[src/rtl/dport_responder_pkg.sv]
// Shared constants, FSM encodings and the latched request record for the
// data-port responder and its performance-counter bank.
package dport_responder_pkg;

  localparam logic [15:0] DPORT_MMIO_BASE = 16'hFFF6;
  localparam int          DPORT_NUM_CTRS  = 5;
  localparam int          DPORT_CTR_WIDTH = 16;

  localparam int CTR_IHIT    = 0;
  localparam int CTR_IMISS   = 1;
  localparam int CTR_DHIT    = 2;
  localparam int CTR_DMISS   = 3;
  localparam int CTR_MISPRED = 4;

  typedef logic [1:0] state_t;

  localparam logic [1:0] ST_IDLE = 2'd0;
  localparam logic [1:0] ST_MMIO = 2'd1;
  localparam logic [1:0] ST_PMEM = 2'd2;
  localparam logic [1:0] ST_DONE = 2'd3;

  typedef struct packed {
    logic        we;
    logic [15:0] addr;
    logic [15:0] wdata;
    logic [1:0]  be;
  } req_t;

endpackage

[src/rtl/dport_responder_if.sv]
// Request/acknowledge bus between the MEM-stage controller (master) and the
// data-port responder (slave).
interface dport_responder_if;
  logic        req_rw;
  logic        wr_en;
  logic [15:0] req_addr;
  logic [15:0] req_wdata;
  logic [1:0]  req_byte_en;
  logic        rw_resp;
  logic [15:0] resp_rdata;

  modport master (
    output req_rw, wr_en, req_addr, req_wdata, req_byte_en,
    input  rw_resp, resp_rdata
  );

  modport slave (
    input  req_rw, wr_en, req_addr, req_wdata, req_byte_en,
    output rw_resp, resp_rdata
  );
endinterface

[src/rtl/dport_responder_perf_ctr_bank.sv]
// Bank of saturating event counters with a single clear port and a read mux;
// a clear on a counter takes priority over its same-cycle increment.
module perf_ctr_bank #(
  parameter int NUM_CTRS  = 5,
  parameter int CTR_WIDTH = 16,
  parameter int IDXW      = 3
) (
  input  logic                 clk,
  input  logic                 rst,
  input  logic [NUM_CTRS-1:0]  inc_i,
  input  logic                 clr_en_i,
  input  logic [IDXW-1:0]      clr_sel_i,
  input  logic [IDXW-1:0]      rd_sel_i,
  output logic [CTR_WIDTH-1:0] rd_data_o
);

  logic [CTR_WIDTH-1:0] ctr_q [NUM_CTRS];

  function automatic logic [CTR_WIDTH-1:0] sat_inc(input logic [CTR_WIDTH-1:0] c);
    return (c == '1) ? c : c + 1'b1;
  endfunction

  always_ff @(posedge clk) begin
    for (int k = 0; k < NUM_CTRS; k++) begin
      if (rst) begin
        ctr_q[k] <= '0;
      end else if (clr_en_i && (clr_sel_i == IDXW'(k))) begin
        ctr_q[k] <= '0;
      end else if (inc_i[k]) begin
        ctr_q[k] <= sat_inc(ctr_q[k]);
      end
    end
  end

  always_comb begin
    rd_data_o = '0;
    for (int k = 0; k < NUM_CTRS; k++) begin
      if (rd_sel_i == IDXW'(k)) rd_data_o = ctr_q[k];
    end
  end

endmodule

[src/rtl/dport_responder.sv]
// Data-port responder: serves MMIO counter accesses locally and forwards all
// other requests to physical memory, returning a one-cycle rw_resp pulse.
module dport_responder import dport_responder_pkg::*; #(
  parameter logic [15:0] MMIO_BASE = DPORT_MMIO_BASE,
  parameter int          NUM_CTRS  = DPORT_NUM_CTRS,
  parameter int          CTR_WIDTH = DPORT_CTR_WIDTH
) (
  input  logic                clk,
  input  logic                rst,
  dport_responder_if.slave    bus,
  output logic                pmem_read,
  output logic                pmem_write,
  output logic [15:0]         pmem_address,
  output logic [15:0]         pmem_wdata,
  output logic [1:0]          pmem_byte_enable,
  input  logic                pmem_resp,
  input  logic [15:0]         pmem_rdata,
  input  logic [NUM_CTRS-1:0] ctr_event
);

  localparam int IDXW = (NUM_CTRS > 1) ? $clog2(NUM_CTRS) : 1;

  state_t      state_q, state_d;
  req_t        req_q, req_d;
  logic        rd_q, rd_d;
  logic        wr_q, wr_d;
  logic        resp_q, resp_d;
  logic [15:0] rdata_q, rdata_d;

  logic [IDXW-1:0]      ctr_sel;
  logic                 ctr_clr;
  logic [CTR_WIDTH-1:0] ctr_rdata;

  // Counters sit on even word addresses; matching on addr[15:1] drops addr[0].
  always_comb begin
    ctr_sel = '0;
    for (int k = 0; k < NUM_CTRS; k++) begin
      if (req_q.addr[15:1] == 15'((MMIO_BASE >> 1) + k)) ctr_sel = IDXW'(k);
    end
  end

  assign ctr_clr = (state_q == ST_MMIO) && req_q.we;

  perf_ctr_bank #(
    .NUM_CTRS  (NUM_CTRS),
    .CTR_WIDTH (CTR_WIDTH),
    .IDXW      (IDXW)
  ) u_bank (
    .clk       (clk),
    .rst       (rst),
    .inc_i     (ctr_event),
    .clr_en_i  (ctr_clr),
    .clr_sel_i (ctr_sel),
    .rd_sel_i  (ctr_sel),
    .rd_data_o (ctr_rdata)
  );

  always_comb begin
    state_d = state_q;
    req_d   = req_q;
    rd_d    = rd_q;
    wr_d    = wr_q;
    resp_d  = 1'b0;
    rdata_d = rdata_q;
    case (state_q)
      ST_IDLE: begin
        if (bus.req_rw) begin
          req_d = '{we: bus.wr_en, addr: bus.req_addr,
                    wdata: bus.req_wdata, be: bus.req_byte_en};
          if (bus.req_addr >= MMIO_BASE) begin
            state_d = ST_MMIO;
          end else begin
            state_d = ST_PMEM;
            rd_d    = !bus.wr_en;
            wr_d    = bus.wr_en;
          end
        end
      end
      ST_MMIO: begin
        resp_d  = 1'b1;
        if (!req_q.we) rdata_d = 16'(ctr_rdata);
        state_d = ST_DONE;
      end
      ST_PMEM: begin
        if (pmem_resp) begin
          rd_d    = 1'b0;
          wr_d    = 1'b0;
          resp_d  = 1'b1;
          if (!req_q.we) rdata_d = pmem_rdata;
          state_d = ST_DONE;
        end
      end
      default: state_d = ST_IDLE;
    endcase
  end

  always_ff @(posedge clk) begin
    if (rst) begin
      state_q <= ST_IDLE;
      req_q   <= '0;
      rd_q    <= 1'b0;
      wr_q    <= 1'b0;
      resp_q  <= 1'b0;
      rdata_q <= '0;
    end else begin
      state_q <= state_d;
      req_q   <= req_d;
      rd_q    <= rd_d;
      wr_q    <= wr_d;
      resp_q  <= resp_d;
      rdata_q <= rdata_d;
    end
  end

  assign pmem_read        = rd_q;
  assign pmem_write       = wr_q;
  assign pmem_address     = req_q.addr;
  assign pmem_wdata       = req_q.wdata;
  assign pmem_byte_enable = req_q.be;
  assign bus.rw_resp      = resp_q;
  assign bus.resp_rdata   = rdata_q;

endmodule
[src/flat_wrapper.sv]
// flat-port wrapper written by rule: the top's interface ports become plain ports
module dport_responder_flat import dport_responder_pkg::*;
#(
  parameter logic [15:0] MMIO_BASE = DPORT_MMIO_BASE,
  parameter int          NUM_CTRS  = DPORT_NUM_CTRS,
  parameter int          CTR_WIDTH = DPORT_CTR_WIDTH
)
  (clk, rst, pmem_read, pmem_write, pmem_address, pmem_wdata, pmem_byte_enable, pmem_resp, pmem_rdata, ctr_event, bus_req_rw, bus_wr_en, bus_req_addr, bus_req_wdata, bus_req_byte_en, bus_rw_resp, bus_resp_rdata);
  dport_responder_if bus_i ();
  input  logic clk;
  input  logic rst;
  output logic pmem_read;
  output logic pmem_write;
  output logic [15:0] pmem_address;
  output logic [15:0] pmem_wdata;
  output logic [1:0] pmem_byte_enable;
  input  logic pmem_resp;
  input  logic [15:0] pmem_rdata;
  input  logic [NUM_CTRS-1:0] ctr_event;
  input wire logic [$bits(bus_i.req_rw)-1:0] bus_req_rw;
  input wire logic [$bits(bus_i.wr_en)-1:0] bus_wr_en;
  input wire logic [$bits(bus_i.req_addr)-1:0] bus_req_addr;
  input wire logic [$bits(bus_i.req_wdata)-1:0] bus_req_wdata;
  input wire logic [$bits(bus_i.req_byte_en)-1:0] bus_req_byte_en;
  output wire logic [$bits(bus_i.rw_resp)-1:0] bus_rw_resp;
  output wire logic [$bits(bus_i.resp_rdata)-1:0] bus_resp_rdata;
  assign bus_i.req_rw = bus_req_rw;
  assign bus_i.wr_en = bus_wr_en;
  assign bus_i.req_addr = bus_req_addr;
  assign bus_i.req_wdata = bus_req_wdata;
  assign bus_i.req_byte_en = bus_req_byte_en;
  assign bus_rw_resp = bus_i.rw_resp;
  assign bus_resp_rdata = bus_i.resp_rdata;
  dport_responder #(.MMIO_BASE(MMIO_BASE), .NUM_CTRS(NUM_CTRS), .CTR_WIDTH(CTR_WIDTH)) u_core (.clk(clk), .rst(rst), .bus(bus_i), .pmem_read(pmem_read), .pmem_write(pmem_write), .pmem_address(pmem_address), .pmem_wdata(pmem_wdata), .pmem_byte_enable(pmem_byte_enable), .pmem_resp(pmem_resp), .pmem_rdata(pmem_rdata), .ctr_event(ctr_event));
endmodule
[config.mk]
export PLATFORM = sky130hd
export DESIGN_NAME = dport_responder_flat
export DESIGN_NICKNAME = d
export VERILOG_FILES = /design/src/rtl/dport_responder_pkg.sv /design/src/rtl/dport_responder_if.sv /design/src/rtl/dport_responder_perf_ctr_bank.sv /design/src/rtl/dport_responder.sv /design/src/flat_wrapper.sv
export SDC_FILE = /design/constraint.sdc
export NUM_CORES = 1
export LEC_CHECK = 0
export CAP_MARGIN = 20
export CORE_UTILIZATION = 30
export DETAILED_ROUTE_END_ITERATION = 8
export DONT_BUFFER_PORTS = 1
export SLEW_MARGIN = 10
export SYNTH_ARGS = -nofsm -noshare
export SYNTH_HDL_FRONTEND = slang
export SYNTH_SLANG_ARGS = --single-unit
[constraint.sdc]
create_clock -name clk -period 4.3 [get_ports clk]
set_input_delay 0.43 -clock clk [delete_from_list [all_inputs] [get_ports clk]]
set_output_delay 0.43 -clock clk [all_outputs]
set_load 0.005 [all_outputs]
-- Word level (Yosys, flattened, before mapping)
Memories as Yosys holds them, arrays and structs flattened.
Cells that the tools add are included.
Widths: inputs -> output; s select.
- register bits after elaboration: 56
- bits in writable memories: 80
- output and inout bits: 53
- word-level logic and storage cells: 139
- memories kept: 1
- add/subtract/negate cells: 5
- magnitude comparators: 1
- equality and inequality tests: 20
- multiplexer cells: 78
- bitwise gates (word level): 10
- reductions and logical operators: 15
- memory list (memory ; words ; width ; rd ports ; clocked after Yosys merged registers in ; write ports ; line ; source):
    u_core.u_bank.ctr_q ; 5 ; 16 ; 5 ; 0 ; 5 ; dport_responder_perf_ctr_bank.sv:17 ; logic [CTR_WIDTH-1:0] ctr_q [NUM_CTRS];
- operators with widths (cell ; count):
    $mux 16 ; 23
    $add 16x1->16 const B ; 5
    $eq 16x16->1 const B ; 5
    $eq 15x15->1 const B ; 4
    $mux 1 ; 44
    $pmux 16 s2 ; 1
    $ge 16x16->1 const B ; 1
    $mux 2 ; 5
    $ne 2x2->1 const B ; 5
    $or 1x1->1 ; 10
    $reduce_and 4->1 ; 2
    $eq 3x2->1 const B ; 2
    $logic_and 1x1->1 ; 6
    $pmux 1 s2 ; 3
    $pmux 2 s3 ; 1
    $reduce_and 2->1 ; 2
    $reduce_bool 2->1 ; 2
    $eq 3x1->1 const B ; 1
    $eq 3x3->1 const B ; 1
    $logic_not 3->1 ; 1
    $mux 3 ; 1
    $eq 2x1->1 const B ; 1
    $eq 2x2->1 const B ; 1
    $logic_not 2->1 ; 1
    $logic_not 1->1 ; 1

-- Depth between registers and ports, before layout
- depth after elaboration: 13
- depth in mapped cells: 8

-- Cells and area by module
A second synthesis with hierarchy kept.
- cells, all modules: 784
- area, all modules: 7494.7 um2
- by module, submodules not included (module ; instances ; cells an instance ; area each (um2) ; seq. area each (um2)):
    perf_ctr_bank ; 1 ; 476 ; 4932.2 ; 2402.3
    dport_responder ; 1 ; 308 ; 2562.5 ; 1121.1

-- Worst setup path after synthesis
OpenSTA, ideal clock, no wires.
- kind: register to register
- start point: mem u_core.u_bank.ctr_q[1][0]
- end point: mem u_core.u_bank.ctr_q[1][0] (enable)
- arrival time: 2.438 ns
- path slack: 1.451 ns
- stages on the path, launching flop included: 6
- path buffers: 0
- period minus slack after synthesis: 2.849 ns
- cell sequence: edfxtp_1 > ha_1 > and2_0 > and3_1 > and3_1 > o21ai_0
- RTL lines (what ; line):
    from (decl) ; dport_responder_perf_ctr_bank.sv:17

-- Worst setup path in the final report
- start point: reg u_core.state_q[0]
- end point: reg u_core.rdata_q[9], in the netlist u_core.bus.resp_rdata[9]
- longest elaborated chain between the ends: 3
- ends and longest elaborated chain (what ; line ; source):
    from (decl) ; dport_responder.sv:23 ; state_t state_q, state_d;
    from (signal assigned) ; dport_responder.sv:106 ; state_q <= state_d;
    $eq 2x1->1 / $eq 2x2->1 (equally long branches) ; dport_responder.sv:65 ; case (state_q)
    $ne 2x2->1 (no source line) / $reduce_bool 2->1 (equally long branches) ; n/a ;
    $reduce_and 4->1 (no source line) ; n/a ;
    to (signal assigned) ; dport_responder.sv:111 ; rdata_q <= rdata_d;
    to (decl) ; dport_responder.sv:28 ; logic [15:0] rdata_q, rdata_d;
Parallel ways exist; a longest one is shown, timed or not.
A chain may end at the register's enable or synchronous reset.

==> impl_results.md <==
* Setup_tns at 0 ns
* Slew HR at 28.9%
* Share of layout cells above drive strength 1 at under 10%
* Area grow syn2layout at 8.53%
* Critical path capture point type: flop
* Worst-path fanout max at 18
* Netlist cell types at 46
* Largest net degree at the start of global routing at 63
* Global route overflow at 0
* Kind of critical path: reg2reg
* CTS sink cnt at 136
* Fin crit share at 65.5%
* Reg2reg path depth at 7
* Post-CTS Hold Buffers at 0
* Final hold vios at 0
* Layout fillers at 2422
* Syn_nets at 860
* Core Box Area at 23600 sq um
* Pwr Density at 487 nW/um^2
* Synth warn at 0
* Post-route ant nets at 0
* Inserted Clock Buffers at 17
* Status: finished clean
* ANT cells at 0
* Cell Area, Synth at ~7300 sq um
* Synth Flop Type: edfxtp_1
* First-pass GRT wire length at 30700 um
* Die ar. at 24900 sq um
* Max VDD drop at 243 uV
* Die H at 158 um
* IO Pins at 113
* Fmax at 355 MHz
* H-tree levels at 4
* Number of detailed-route iterations in the first pass at 5
* Antenna violations before repair at 0
* Crit path from: u_core.state_q[0]
* Leak Pwr at 2.76 nW
* GR Util All Layers at 16.6%
* RSZ-0062 raised after global routing: false
* MaxCap Viol Count at 0
* DR DRC count at 0
* Post-synth EDFFs at 80
* CTS tree: yes
* Max-slew violations at 0
* FF-to-FF Start: u_core.state_q[0]
* Async SR Flop Fraction at 0%
* Cell Rows at 56
* Final WL at 20000 um
* Worst Path Required at 4.63 ns
* DR vias at 5577
* Clk buf depth at 2
* Mean Syn Cell Area at between 9 and 10 sq um
* Arrival @ worst endpoint at 3.15 ns
* Startpoint types: flop
* Clock-pin slew on the worst setup and hold paths at roughly 0.06 ns
* Worst-Skew Late Latency at 0.43 ns
* Drt wl/cell at 18.6 um
* Number of global-route vias before repair at between 5000 and 6000
* Die width at ~160 um
* Cell count after synthesis at 791
* RePlAce Congestion at between 0.8 and 0.9
* Final setup fails at 0
* Worst-margin pin slew at 1.07 ns
* Port buffer count at 0
* NumNets Final at 814
* Sequential element share of the synthesized area at 48.4%
* Postcts setup bufs at 0
* Post-cts sizing count at 0
* Yosys reg bits at 136
* Worst R2R Setup Slack at 1.48 ns
* Hold Path Stages at 1
* Dpl hpwl at 14800 um
* Hold Path Class: in2reg
* Vias/cell at 5.18
* Hold Startpoint: rst
* Root buf cell: clkbuf_16
* DRT iter0 DRCs at 510
* Fin crit period at 2.82 ns
* Starting Density at a little under a third
* Clock Skews at 0.00781 ns
* Total power at 3.84 mW
## placed cells by master, fill, tap and decap left out, drive strengths merged, types with 13 or more instances in the layout
cell,synthesis,routed
edfxtp,80,80
xnor2,20,20
nor2,105,105
inv,6,15
nand3,29,29
xor2,50,50
and3,35,35
o22ai,13,13
nand3b,15,15
nand2,125,125
a21oi,69,69
dfxtp,56,56
nand4,18,18
clkbuf,28,19
## critical path, stage by stage (launching register included)
cell and delay [ns]:
dfxtp_1 0.37, inv_1 0.08, ha_1 0.39, nand2b_1 0.47
a21oi_1 0.93, and3_1 0.28, a21oi_1 0.05, o32ai_1 0.14
## synthesized netlist by cell type (5+ instances only)
cell | instances | area [sq um]
a21oi_1 | 68 | 340
o211ai_1 | 12 | 90.1
nand3b_1 | 15 | 113
mux2i_1 | 5 | 50.1
nand4_1 | 17 | 106
xor2_1 | 50 | 438
o32ai_1 | 12 | 105
or3_1 | 5 | 31.3
ha_1 | 9 | 113
o22ai_1 | 13 | 81.3
nand2_1 | 124 | 465
nor2_1 | 105 | 394
clkbuf_1 | 28 | 105
xnor2_1 | 20 | 175
inv_1 | 6 | 22.5
buf_2 | 6 | 30.0
buf_4 | 34 | 255
o21ai_0 | 12 | 60.1
dfxtp_1 | 56 | 1120
a22oi_1 | 5 | 37.5
nand3_1 | 29 | 145
and4_1 | 9 | 78.8
a211oi_1 | 5 | 37.5
and3_1 | 35 | 219
edfxtp_1 | 80 | 2400
## metrics by stage
step                      util [%]  area (sq um)  setup slack, ns  hold slack (ns)  cells
after floorplan                  -          7280             1.45            0.437    791
after global placement        30.9          7290             1.61            0.457   1043
after detailed placement      31.1          7330             1.55            0.462   1045
after CTS                     33.5          7900             1.53           0.0534   1077
after global routing          33.5          7900             1.21           0.0505   1077
final                         33.5          7900             1.48           0.0649   1077
## report_power, final
| part | total, mW | leakage [nW] | internal, mW | switching [mW] |
|---|---|---|---|---|
| sequential | 1.79 | 1.34 | 1.56 | 0.225 |
| combinational | 0.628 | 1.12 | 0.240 | 0.388 |
| clock | 1.43 | 0.290 | 0.831 | 0.599 |
## layout make-up
| class | instances | area (sq um) | area share, % |
|---|---|---|---|
| tap | 319 | 399 | 5.05 |
| clock inverter | 13 | 113 | 1.43 |
| clock buffer | 19 | 453 | 5.73 |
| timing repair buffer | 4 | 57.6 | 0.729 |
| multi-input combinational | 580 | 3330 | 42.2 |
| inverter | 6 | 22.5 | 0.285 |
| sequential | 136 | 3520 | 44.6 |
## per-layer routing
metal	GRT usage [%]	wire, um
met4	8.51	680
met2	27.0	9640
met5	0	0
met1	20.3	8370
met3	4.11	1290
## final timing paths
| check | to |
|---|---|
| setup / recovery | u_core.bus.resp_rdata[9] |
| hold / removal | u_core.pmem_wdata[2] |
| setup reg to reg | u_core.bus.resp_rdata[9] |
| hold reg to reg | u_core.pmem_wdata[1] |
## cell families (layout without fill, tap and decap cells)
| logic type | count (synthesis) | count (layout) | synth area share [%] |
|---|---|---|---|
| compound gates | 134 | 134 | 11.2 |
| xor+xnor | 70 | 70 | 8.42 |
| mux | 5 | 5 | 0.688 |
| flops | 136 | 136 | 48.4 |
| fa+ha+maj | 9 | 9 | 1.55 |
| simple gates | 362 | 362 | 23.9 |
| buf+inv | 75 | 42 | 5.83 |
## state kept, by name, indices dropped and copies added (netlist names)
signal	count
u_core.bus.resp_rdata	16
u_core.state_q	2
u_core.bus.rw_resp	1
u_core.pmem_byte_enable	2
u_core.pmem_wdata	16
u_core.pmem_write	1
u_core.u_bank.ctr_q	80
u_core.pmem_address	16
u_core.req_q	1
u_core.pmem_read	1
Power figures use the tool's default switching activity.
==> RTL change (same settings) <==
Reset style: asynchronous (`rst`), changed in one clocked block.
--- a/src/rtl/dport_responder.sv
+++ b/src/rtl/dport_responder.sv
@@ -94,7 +94,7 @@
     endcase
   end
 
-  always_ff @(posedge clk) begin
+  always_ff @(posedge clk or posedge rst) begin
     if (rst) begin
       state_q <= ST_IDLE;
       req_q   <= '0;
Check against the original RTL: differs if rst is asserted again (counterexample within 4 cycles, from zero or initial values and one cycle with rst high); with rst held inactive, the same outputs for 4 cycles.
==> RTL change against the unedited design <==
  * Final area grew 4.3%
  * Routed wire length shrank 6.9%
  * Sequential cell count is the same
  * Clock skew grew 1.4 ps
  * Power grew 17%
  * Area after synthesis grew 4.7%
  * Critical endpoint is now u_core.u_bank.ctr_q[1][0]
  * Setup slack lost 150 ps
==> RTL change: results (changes against the unedited design) <==
netlist_instances: 705  # was 791
dp_cells: 977  # was 1045
reg2reg_depth: 4  # was 7
crit_path_start: "u_core.pmem_address[6]"  # was u_core.state_q[0]
yosys-top-cells-area: "edfxtp_1, dfrtp_1, mux2_2, nor2_1, xnor2_1"  # was edfxtp_1, dfxtp_1, nand2_1, xor2_1, nor2_1
yosys-top-cells-count: "nor2_1, edfxtp_1, dfrtp_1"  # was nand2_1, nor2_1, edfxtp_1
nNonClkInverters: 19  # was 6
clkCellAreaFrac: 0.0614  # was 0.0716
final_nets: 745  # was 814
synth_adder_area_share: 0.0148  # was 0.0155
viasPerCell: 5.27  # was 5.18
critPathArrivalTime_ps: 3020  # was 3150 ps
ys_types: 49  # was 46
ys_async_sr_fraction: 0.412  # was 0
synthesis.nets: 774  # was 860
wl_per_cell_um: 18.4  # was 18.6 um
synthXorXnorAreaFrac: 0.0713  # was 0.0842
use_met1: 0.204  # was 0.203
nMultiInputCombCells: 490  # was 580
p_leak_nw: 2.83  # was 2.76 nW
slowest_stage: "or4_1"  # was a21oi_1
grt_use_met2: 0.220  # was 0.270
status: "finished, final reports clean"  # unchanged
grt_usage: 0.146  # was 0.166
fill_cells: 2485  # was 2422
max_slew_margin: 0.433  # was 0.289
gp_congestion: 0.822  # was 0.808
wl_met1_um: 8440  # was 8370 um
multi_input_area_share: 0.408  # was 0.422
critPathTopFamily: "simple AND/OR/NAND/NOR gates"  # was compound AO/OA/AOI/OAI gates
seq_area_frac: 0.462  # was 0.446
timing.final.ws_setup_ps: 1330  # was 1480 ps
place_area_sq_um: 7700  # was 7330 sq um
dp_hpwl_um: 13400  # was 14800 um
grt_pass1_wl_um: 28900  # was 30700 um
nNonClkBuffers: 12  # was 4
buf_share: 0.0109  # was 0.00729
-- RTL change: cell count changes after synthesis, sizes merged, moves of 13 or more --
| cell | unedited run | this run |
|---|---|---|
| xor2 | 50 | 26 |
| o21ai | 12 | 37 |
| nor4 | 4 | 17 |
| xnor2 | 20 | 36 |
| and3 | 35 | 6 |
| mux2 | 0 | 35 |
| nand2 | 125 | 22 |
| dfxtp | 56 | 0 |
| nand4 | 18 | 35 |
| dfrtp | 0 | 56 |
| nand3b | 15 | 0 |
| inv | 6 | 19 |
| a21oi | 69 | 12 |
-- RTL change: report_power, final --
| part | internal, mW | total, mW | switching [mW] | leakage [nW] |
|---|---|---|---|---|
| Sequential | 1.74 | 2.08 | 0.345 | 1.54 |
| Combinational | 0.520 | 1.14 | 0.620 | 1.03 |
| Clock | 0.760 | 1.29 | 0.527 | 0.252 |
-- RTL change: repair_timing --
item,CTS,global route
endpoints found under the hold margin,9,0
buffers inserted,0,0
hold buffers,1,0
